$ cat src/rtl/gp_wr_arbiter.sv
// Round-robin arbiter feeding one GP register-bank write port (address setup, then write strobe).
// Latency: request sampled in IDLE -> SETUP next cycle -> wren + s_ready the cycle after; 3 cycles per write.
// Backpressure: losers hold s_valid until their s_ready pulse; no request is dropped, no preemption.
module gp_wr_arbiter #(
    parameter int N_REQ = 3,
    parameter int AW    = 32,
    parameter int DW    = 32
) (
    input  logic                clk,
    input  logic                rst_n,
    input  logic [N_REQ-1:0]    s_valid,
    input  logic [N_REQ*AW-1:0] s_addr,
    input  logic [N_REQ*DW-1:0] s_data,
    output logic [N_REQ-1:0]    s_ready,
    output logic [AW-1:0]       addr,
    output logic [DW-1:0]       data,
    output logic                wren,
    output logic                busy,
    output logic [1:0]          grant_id,
    output logic [15:0]         wr_cnt
);

    typedef enum logic [1:0] {
        ST_IDLE  = 2'd0,
        ST_SETUP = 2'd1,
        ST_WRITE = 2'd2
    } state_t;

    state_t      state_q, state_d;
    logic [AW-1:0] addr_q;
    logic [DW-1:0] data_q;
    logic [1:0]  grant_q;
    logic [1:0]  last_q;
    logic [15:0] wr_cnt_q;

    // Requests widened to 4 bits so a 2-bit candidate index is always in range.
    logic [3:0]  vld_pad;
    logic [1:0]  cand;
    logic        win_vld;
    logic [1:0]  win_idx;

    assign vld_pad = 4'(s_valid);

    // Round-robin pick: search starts one past the last grant, first requester found wins.
    always_comb begin
        win_vld = 1'b0;
        win_idx = 2'd0;
        cand    = 2'd0;
        for (int k = 1; k <= N_REQ; k++) begin
            cand = 2'((int'(last_q) + k) % N_REQ);
            if (!win_vld && vld_pad[cand]) begin
                win_vld = 1'b1;
                win_idx = cand;
            end
        end
    end

    // Next-state: arbitration only happens in IDLE; SETUP and WRITE always advance.
    always_comb begin
        state_d = state_q;
        unique case (state_q)
            ST_IDLE:  if (win_vld) state_d = ST_SETUP;
            ST_SETUP: state_d = ST_WRITE;
            ST_WRITE: state_d = ST_IDLE;
            default:  state_d = ST_IDLE;
        endcase
    end

    // State register; reset abandons any write in flight.
    always_ff @(posedge clk or negedge rst_n) begin
        if (!rst_n) begin
            state_q <= ST_IDLE;
        end else begin
            state_q <= state_d;
        end
    end

    // Beat is latched at grant so later requester changes cannot disturb the write; counter bumps on the strobe cycle.
    always_ff @(posedge clk or negedge rst_n) begin
        if (!rst_n) begin
            addr_q   <= '0;
            data_q   <= '0;
            grant_q  <= 2'd0;
            last_q   <= 2'(N_REQ - 1);
            wr_cnt_q <= 16'd0;
        end else begin
            if (state_q == ST_IDLE && win_vld) begin
                addr_q  <= s_addr[int'(win_idx)*AW +: AW];
                data_q  <= s_data[int'(win_idx)*DW +: DW];
                grant_q <= win_idx;
                last_q  <= win_idx;
            end
            if (state_q == ST_WRITE) begin
                wr_cnt_q <= wr_cnt_q + 16'd1;
            end
        end
    end

    // Completion pulse goes only to the granted requester, only during the strobe cycle.
    always_comb begin
        s_ready = '0;
        for (int i = 0; i < N_REQ; i++) begin
            s_ready[i] = (state_q == ST_WRITE) && (grant_q == 2'(i));
        end
    end

    assign wren     = (state_q == ST_WRITE);
    assign busy     = (state_q != ST_IDLE);
    assign addr     = addr_q;
    assign data     = data_q;
    assign grant_id = grant_q;
    assign wr_cnt   = wr_cnt_q;

endmodule

$ cat config.mk
export PLATFORM = sky130hd
export DESIGN_NAME = gp_wr_arbiter
export DESIGN_NICKNAME = d
export VERILOG_FILES = /design/src/rtl/gp_wr_arbiter.sv
export SDC_FILE = /design/constraint.sdc
export NUM_CORES = 1
export LEC_CHECK = 0
export CORE_AREA = 2 2 110 112
export CTS_CLUSTER_SIZE = 30
export DETAILED_ROUTE_END_ITERATION = 10
export DIE_AREA = 0 0 112 114
export GPL_TIMING_DRIVEN = 0
export PLACE_DENSITY_LB_ADDON = 0.1
export SYNTH_ARGS = -nofsm -noshare
export SYNTH_HDL_FRONTEND = slang
export SYNTH_SLANG_ARGS = --single-unit
$ cat constraint.sdc
create_clock -name clk -period 6.8 [get_ports clk]
set_input_delay 1.36 -clock clk [delete_from_list [all_inputs] [get_ports clk]]
set_output_delay 1.36 -clock clk [all_outputs]
set_load 0.005 [all_outputs]
* Word level (Yosys, flattened, before mapping) *
Index checks and enable logic that the tools add are counted.

word-level totals
  register bits after elaboration = 86
  memory bits (writable) = 0
  memory bits (read-only) = 0
  output and inout port bits = 87
  input port bits = 197
  memories kept = 0
  word-level logic and storage cells = 48
  bits in latches = 0

cells by class
  add/subtract/negate cells = 4
  equality and inequality tests = 5
  multiply operators = 0
  muxes and demuxes = 14
  magnitude comparators = 3
  divide/modulo/power cells = 3
  shift-type cells = 2
  reductions and logical operators = 11
  bitwise gates (word level) = 0

operators with widths
  operator                                                                      count
  96-bit by 8-bit variable part select with 32-bit output                       2
  32-bit by 3-bit modulo with 32-bit output, second input constant              3
  16-bit by 1-bit adder with 16-bit output, second input constant               1
  2-bit by 3-bit less-than comparator with 1-bit output, second input constant  3
  2-bit 2-to-1 mux                                                              4
  2-bit by 2-bit adder with 3-bit output, second input constant                 2
  1-bit binary-select mux with 2-bit select                                     3
  1-bit logical AND                                                             6
  1-bit 2-to-1 mux                                                              6
  2-bit by 1-bit == test with 1-bit output, second input constant               2
  2-bit == test, second input constant                                          2
  2-bit zero test                                                               2
  2-bit one-hot mux with 2 select lines                                         1
  2-bit by 1-bit adder with 3-bit output, second input constant                 1
  1-bit zero test                                                               2
  2-bit inequality test, second input constant                                  1
  2-bit nonzero test                                                            1

* Longest topological paths before layout *
Gate-level depths: netlist of run 1.

  depth after elaboration = 13
  depth in mapped cells = 11
  mapped depth without buffers = 8

* Worst setup path before layout of run 1 *
OpenSTA, ideal clock, no wires.

  path kind = input to register
  start point = in s_valid[1]
  end point = reg grant_q[1] (netlist: grant_id[1])
  buffers on the path = 2
  library setup time = 0.119 ns
  stages = 8
  setup slack = 4.028 ns
  arrival = 2.654 ns
  data required time = 6.681 ns
  cell sequence = mux2i_1 nor2_2 a2111oi_4 nand2_1 a21o_1 buf_4 buf_4 o21a_1

between the ends
  longest elaborated chain between the ends = 10
  elaborated cells on any way between the ends = 17
  classes of those cells = 12 x mux; 5 x reduce/logical

ends and longest elaborated chain
  element                                    line  text
  start, declared                            11    input logic [N_REQ-1:0] s_valid,
  1-bit binary-select mux with 2-bit select  51    if (!win_vld && vld_pad[cand]) begin
  1-bit 2-to-1 mux (not written as such)     51
  1-bit 2-to-1 mux                           51
  1-bit zero test                            51
  1-bit logical AND                          51
  1-bit 2-to-1 mux                           51
  1-bit zero test                            51
  1-bit logical AND                          51
  1-bit 2-to-1 mux                           51
  1-bit logical AND                          87    if (state_q == ST_IDLE && win_vld) begin
  end signal, assigned                       90    grant_q <= win_idx;
  end, declared                              32    logic [1:0] grant_q;

Parallel ways exist; a longest one is shown, timed or not. The select of a mux whose other input is x is not followed.
A chain may end at the register's enable or synchronous reset.

* Worst setup path in the final report of run 1 *
  start point = in s_valid[2]
  end point = reg addr_q[31] (netlist: addr[31])

between the ends
  longest elaborated chain between the ends = 10
  elaborated cells on any way between the ends = 18
  classes of those cells = 1 x shift; 12 x mux; 5 x reduce/logical

ends and longest elaborated chain
  element                                                                                       line    text
  1-bit binary-select mux with 2-bit select                                                     51
  1-bit 2-to-1 mux (not written as such)                                                        51
  1-bit 2-to-1 mux                                                                              51
  1-bit zero test                                                                               51
  1-bit logical AND                                                                             51
  1-bit 2-to-1 mux                                                                              51
  1-bit zero test                                                                               51
  1-bit logical AND                                                                             51
  2-bit 2-to-1 mux or 1-bit 2-to-1 mux (tied branches)                                          51
  96-bit by 8-bit variable part select with 32-bit output or 1-bit logical AND (tied branches)  88, 87
  end signal, assigned                                                                          88      addr_q <= s_addr[int'(win_idx)*AW +: AW];
  end, declared                                                                                 30      logic [AW-1:0] addr_q;

Parallel ways exist; a longest one is shown, timed or not. The select of a mux whose other input is x is not followed.

==> results.md, run 1 <==
- Status: finished clean
- Clk buf depth: 2
- Post-Layout Cell Count: 848
- Total gr overflow: 0
- Synth Warn #: 0
- Yosys cell types: 46
- Hold Path Origin: state_q[1]
- Initial antenna violation count: 0
- Hold Fails Final Rpt: 0
- Io pins: between 200 and 300
- CP Data Arrival Time: 3.71 ns
- Final critical-path share of the clock period: 50.9%
- Die Y: around 110 um
- Pwr dens: around 500 nW/um2
- Rel. slew slack: 61.7%
- H-Tree Depth: 3
- Fraction of the mapped netlist area in simple logic gates: 4.83%
- Critical Path RT: slightly above 7 ns
- Seq/Total Area, Yosys: 46.7%
- Gp weighted congestion: 0.899
- DRC Markers: 0
- Setup ws final: 3.34 ns
- Flop-to-flop setup slack: 3.99 ns
- Final Hold Slack: 0.449 ns
- Synth top area share: a little under half
- Cells after synthesis: 403
- WS Path Type: in2reg
- CTS Root Cell: clkbuf_16
- Placement Rows: 40
- Initial Util: 38.9%
- Total negative slack: 0 ns
- Dominant cell by count in the synthesized netlist: dfrtp_1
- Xor-xnor portion of the synthesized cell area: 2.88%
- Tot GR Track Use: between 20% and 30%
- Async SR Flop Fraction: 100%
- Crit start category: input port
- Router iterations before antenna repair: 5
- Post-synthesis adder-cell area fraction: 1.37%
- TritonCTS clock tree: done
- Clock Skew: 0.00638 ns
- DRT Wirelength: approximately 15000 um
- PostCTS Resize Cnt: 0
- Yosys reg bits: 85
- Main area contributors after synthesis: dfrtp_1 (46%), mux2i_1 (15%), a22oi_1 (11%)
- Min-delay worst type: reg2reg
- RSZ-0062 raised after global routing: false
- Final Util: 67.0%
- Share of layout cells above drive strength 1: 5.99%
- Largest family of logic cells by synthesized area: compound AO/OA/AOI/OAI gates
- Hpwl dp: 12200 um
- Post-Place Setup Slack: 3.03 ns
- Compound-cell area share of the yosys netlist: 21.7%
- Drt wl/cell: 18.0 um
- Post-Syn Area per Cell: 11.3 um2
- Cell taking the most area after synthesis: dfrtp_1
- Delay of the slowest critical-path stage: 0.54 ns
- Mapped cell area: 4560 um2
- Global-route wire length before repair: 23500 um
- Area of the core: 11700 um2
- Synth-to-layout area growth: 72.1%
- Hold_buf cts: 0
- DR iter-0 viols: between 150 and 200
- Critical R2R Launch: grant_id[0]
- Max cap viols: 0
- Crit-path max FO: 10
- Post-route ant nets: 0
- Clk_lat worst skew: 0.33 ns
- Endpoints failing setup: 0
- Post-CTS setup buffers: 0
- Synth Flop Type: dfrtp_1
- Crit end category: flip-flop
- Number of global-route vias before repair: 4537
- Commonest cells post-synth: dfrtp_1 (84), mux2i_1 (67), a22oi_1 (64), o21ai_1 (64), nand2_1 (13)
- Critical Path Start: s_valid[2]
- Clock net sink count: 85
- Via/cell ratio: 5.21
- Post-synth EDFFs: 0
- Mux share of post-synthesis cell area: 14.7%
- Placed cells: 834
- Syn nets: 605
- F_max: 289 MHz
- Max stage delay cell, worst path: clkdlybuf4s50_1
- Tmin final: about 3.5 ns
- Worst Tran Pin Value: 0.575 ns
- Buffers added on ports: 283
- Via count: 4421
- ANT cells: 0
- Worst VDD drop: 293 uV
- Full die area: 12800 um2
- TritonCTS buffer count: 9
- # nets final: 900
- Fin. max-slew vios: 0
- Worst-path clk slew: about 0.060 ns
- Die width: 112 um
- Largest net degree at the start of global routing: 44
- Leakage power: 0.00334 uW
- Crit path cell chain: clkdlybuf4s50_1 -> mux2i_1 -> or2_2 -> o2111ai_1 -> a21oi_2 -> dlygate4sd1_1 -> a22oi_1 -> o21ai_1
[critical path, delay by kind of cell]
kind                   cells  cell delay (ns)
and+or+nand+nor            1             0.17
muxes                      1             0.27
AOI/OAI and AO/OA          4             0.86
buffers and inverters      2             1.05
[kinds of logic after synthesis]
kind of cell | count (synthesis)
xor+xnor | 15
fa+ha+maj | 5
buf+inv | 38
mux | 67
compound gates | 150
flops | 85
simple gates | 43
[layer usage]
layer / GRT usage [%] / vias up / wire length (um)
li1: - / 2089 / -
met1: 27.0 / 2121 / 5930
met2: 41.3 / 197 / 7790
met3: 8.55 / 14 / 1290
met4: 6.02 / 0 / 231
met5: 0 / - / 0
[state kept, by name, summed over array words and instances, names as in the netlist]
| register | count |
|---|---|
| addr | 32 |
| data | 32 |
| grant_id | 2 |
| last_q | 1 |
| state_q | 2 |
| wr_cnt | 16 |
[through the flow]
stage	instance area (um2)	total power, uW
after global routing	7850	4230
after CTS	7850	3970
final	7850	3930
after global placement	7580	3460
after floorplan	4560	2580
after detailed placement	7600	3540
[report_power, final]
part	switching (uW)	leakage [uW]	internal, uW
Clock	186	0.000125	242
Sequential	139	0.00107	749
Combinational	1190	0.00215	1420
[cells in the final DEF (no fill, tap or decap), drive strengths merged, types with 2 or more instances in the layout]
cell           count
nand3              8
xnor2             12
inv                8
dfrtp             84
and3               5
a22oi             64
clkinv             3
a21o               2
xor2               3
nand2             13
o21ai             70
nand2b             2
a21oi              3
nor2               5
clkdlybuf4s50    282
a21boi             2
nor3               2
mux2i             67
or2                2
ha                 5
dlymetal6s2s       3
clkbuf            12
buf               20
dlygate4sd1        8
[worst paths after layout]
kind                         endpoint  cells past startpoint
hold / removal             state_q[1]                      1
max in group asynchronous     data[4]                      2
setup / recovery             addr[31]                      8
min in group asynchronous  wr_cnt[12]                      1
hold reg to reg            state_q[1]                      1
setup reg to reg             addr[31]                     10
[area by class of cell]
class                           instances  area (um2)
Fill cell                             949        3860
Timing Repair Buffer                  284        2860
Sequential cell                        85        2130
Multi-Input combinational cell        280        2070
Buffer                                 30         329
Clock buffer                           11         233
Tap cell                              147         184
Inverter                                8        30.0
Clock inverter                          3        15.0
(Power assumes the default switching activity.)
==> run 2, diff against run 1 <==
Settings changed: CORE_AREA 2 2 110 112 to not set, CORE_UTILIZATION set to 37, DIE_AREA 0 0 112 114 to not set.
Clock period 6.8 ns to 3.49 ns, I/O delays scaled along.
==> results.md, run 2 (same netlist as run 1, synthesis figures left out) <==
- Status: finished clean (unchanged)
- GR Util met1: 26.4% (was 27.0%)
- Rel. slew slack: 64.0% (was 61.7%)
- Clk buf depth: 2 (unchanged)
- Via count: 4429 (was 4421)
- RSZ-0062 raised after global routing: false (unchanged)
- Post-route ant nets: 0 (unchanged)
- Post-Layout Cell Count: 850 (was 848)
- Grt met2 use: 41.0% (was 41.3%)
- Global Route met3 Usage: 6.27% (was 8.55%)
- Share of layout cells above drive strength 1: 6.40% (was 5.99%)
- Synth-to-layout area growth: 72.8% (was 72.1%)
- Worst Tran Pin Value: 0.541 ns (was 0.575 ns)
- TritonCTS clock tree: done (unchanged)
- Io pins: 284 (unchanged)
- Initial Util: 38.0% (was 38.9%)
- Full die area: 12800 um2 (about the same)
- DRT Wirelength: 15100 um (was 15200 um)
- Number of global-route vias before repair: 4462 (was 4537)
- Critical Path Start: s_valid[2] (unchanged)
- WS Path Type: in2reg (unchanged)
- Tot GR Track Use: 23.4% (about the same)
- ANT cells: 0 (unchanged)
- RR Endpoint: data[3] (was addr[31])
- Final Hold Slack: 0.337 ns (was 0.449 ns)
- DRC Markers: 0 (unchanged)
- DR iter-0 viols: 182 (was 194)
- Flop-to-flop setup slack: 0.69 ns (was 3.99 ns)
- Worst VDD drop: 500 uV (was 293 uV)
- Hpwl dp: 11900 um (was 12200 um)
- Placement Rows: 40 (unchanged)
- Setup ws final: 0.687 ns (was 3.34 ns)
- Highest-count cells in the layout ignoring fill and taps: clkdlybuf4s50_1 (282), dfrtp_1 (84), mux2i_1 (67), a22oi_1 (64), o21ai_1 (64) (unchanged)
- Crit end category: flip-flop (unchanged)
- Final critical-path share of the clock period: 80.3%
- Via/cell ratio: 5.21 (about the same)
- Crit path cell chain: clkdlybuf4s50_1 -> mux2i_1 -> or2_2 -> o2111ai_1 -> a21oi_2 -> dlygate4sd1_1 -> a22oi_1 -> o21ai_1 (unchanged)
- End of the critical path: data[3] (was addr[31])
- CP Data Arrival Time: 3.06 ns (was 3.71 ns)
- Critical Path RT: 3.75 ns (was 7.05 ns)
- Tmin final: 2.80 ns
- Die width: 113 um (was 112 um)
- Max stage delay cell, worst path: clkdlybuf4s50_1 (unchanged)
- F_max: around 360 MHz
- Crit-path max FO: 10 (unchanged)
- Clock Skew: 0.00742 ns (was 0.00638 ns)
- # nets final: 900 (unchanged)
- H-Tree Depth: 3 (unchanged)
- Router iterations before antenna repair: 4 (was 5)
- Hold Fails Final Rpt: 0 (unchanged)
- Largest net degree at the start of global routing: 46 (was 44)
- Placed cells: 834 (unchanged)
- Clk_lat worst skew: 0.34 ns (was 0.33 ns)
- Initial antenna violation count: 0 (unchanged)
- Delay of the slowest critical-path stage: 0.54 ns (about the same)
- Critical R2R Launch: grant_id[0] (unchanged)
- PostCTS Resize Cnt: 0 (unchanged)
- Most common cell after layout, fill and taps aside: clkdlybuf4s50_1 (unchanged)
- DP Area: 7600 um2 (unchanged)
- Hold_buf cts: 0 (unchanged)
- Final Instance Area: 7880 um2 (was 7850 um2)
- Worst-path clk slew: 0.06 ns (about the same)
- CTS Root Cell: clkbuf_16 (unchanged)
- Global-route wire length before repair: 22900 um (was 23500 um)
- Reg2reg path depth: 10 (unchanged)
- Gp weighted congestion: 0.851 (was 0.899)
- Buffers added on ports: 283 (unchanged)
- Fin. max-slew vios: 0 (unchanged)
- TritonCTS buffer count: 9 (unchanged)
- Drt wl/cell: 17.7 um (was 18.0 um)
- Clock net sink count: 85 (unchanged)
- Total gr overflow: 0 (unchanged)
- Endpoints failing setup: 0 (unchanged)
- Crit start category: input port (unchanged)
- Layout fillers: 1004 (was 949)
- Leakage power: 0.00336 uW (was 0.00334 uW)
- Pwr dens: 980 nW/um2 (was 500 nW/um2)
- Area of the core: 12000 um2 (was 11700 um2)
- Post-Place Setup Slack: 0.349 ns (was 3.03 ns)
- Min-delay worst type: in2async (was reg2reg)
- Max cap viols: 0 (unchanged)
- Top Usage Layer GRT: met2 (unchanged)
- Die Y: 113 um (was 114 um)
- Post-CTS setup buffers: 0 (unchanged)
==> run 2: stage by stage <==
stage / power [uW] / util (%) / setup TNS (ns)
after floorplan: 5030 / - / 0
after global placement: 6750 / 63.1 / -119.54
after detailed placement: 6890 / 63.3 / 0
after CTS: 7820 / 65.6 / 0
after global routing: 8270 / 65.6 / 0
final: 7720 / 65.6 / 0
==> run 2: cell type report <==
class	count	area, um2	area share, %
inverter	8	30.0	0.381
multi-input combinational	280	2070	26.3
sequential	85	2130	27.0
clock inverter	4	22.5	0.286
clock buffer	12	256	3.26
tap	147	184	2.33
buffer	30	329	4.18
timing repair buffer	284	2860	36.3
==> run 2: how the worst min path moves through the flow <==
stage / endpoint / cells past startpoint / startpoint
floorplan: addr[0] / 0 / rst_n
detailed placement: state_q[1] / 1 / state_q[1]
global route: wr_cnt[12] / 1 / rst_n
CTS: wr_cnt[15] / 1 / rst_n
finish: wr_cnt[12] / 1 / rst_n
global placement: state_q[1] / 1 / state_q[1]
==> run 2: power breakdown <==
group	internal [uW]	leakage [uW]	total (uW)	switching [uW]
Clock	518	0.000138	900	383
Sequential	1460	0.00107	1720	258
Combinational	2770	0.00215	5100	2340
==> run 2: per-layer routing <==
metal  vias up  part of all wire (%)
met1      2101                    39
li1       2096                     -
met4         0                   3.0
met5         -                     0
met2       204                    49
met3        28                   8.3
==> run 2: critical path: cells and delay by family <==
family	cells	cell delay (ns)
muxes	1	0.29
AOI/OAI and AO/OA	4	0.83
and+or+nand+nor	1	0.17
buffers and inverters	2	1.06
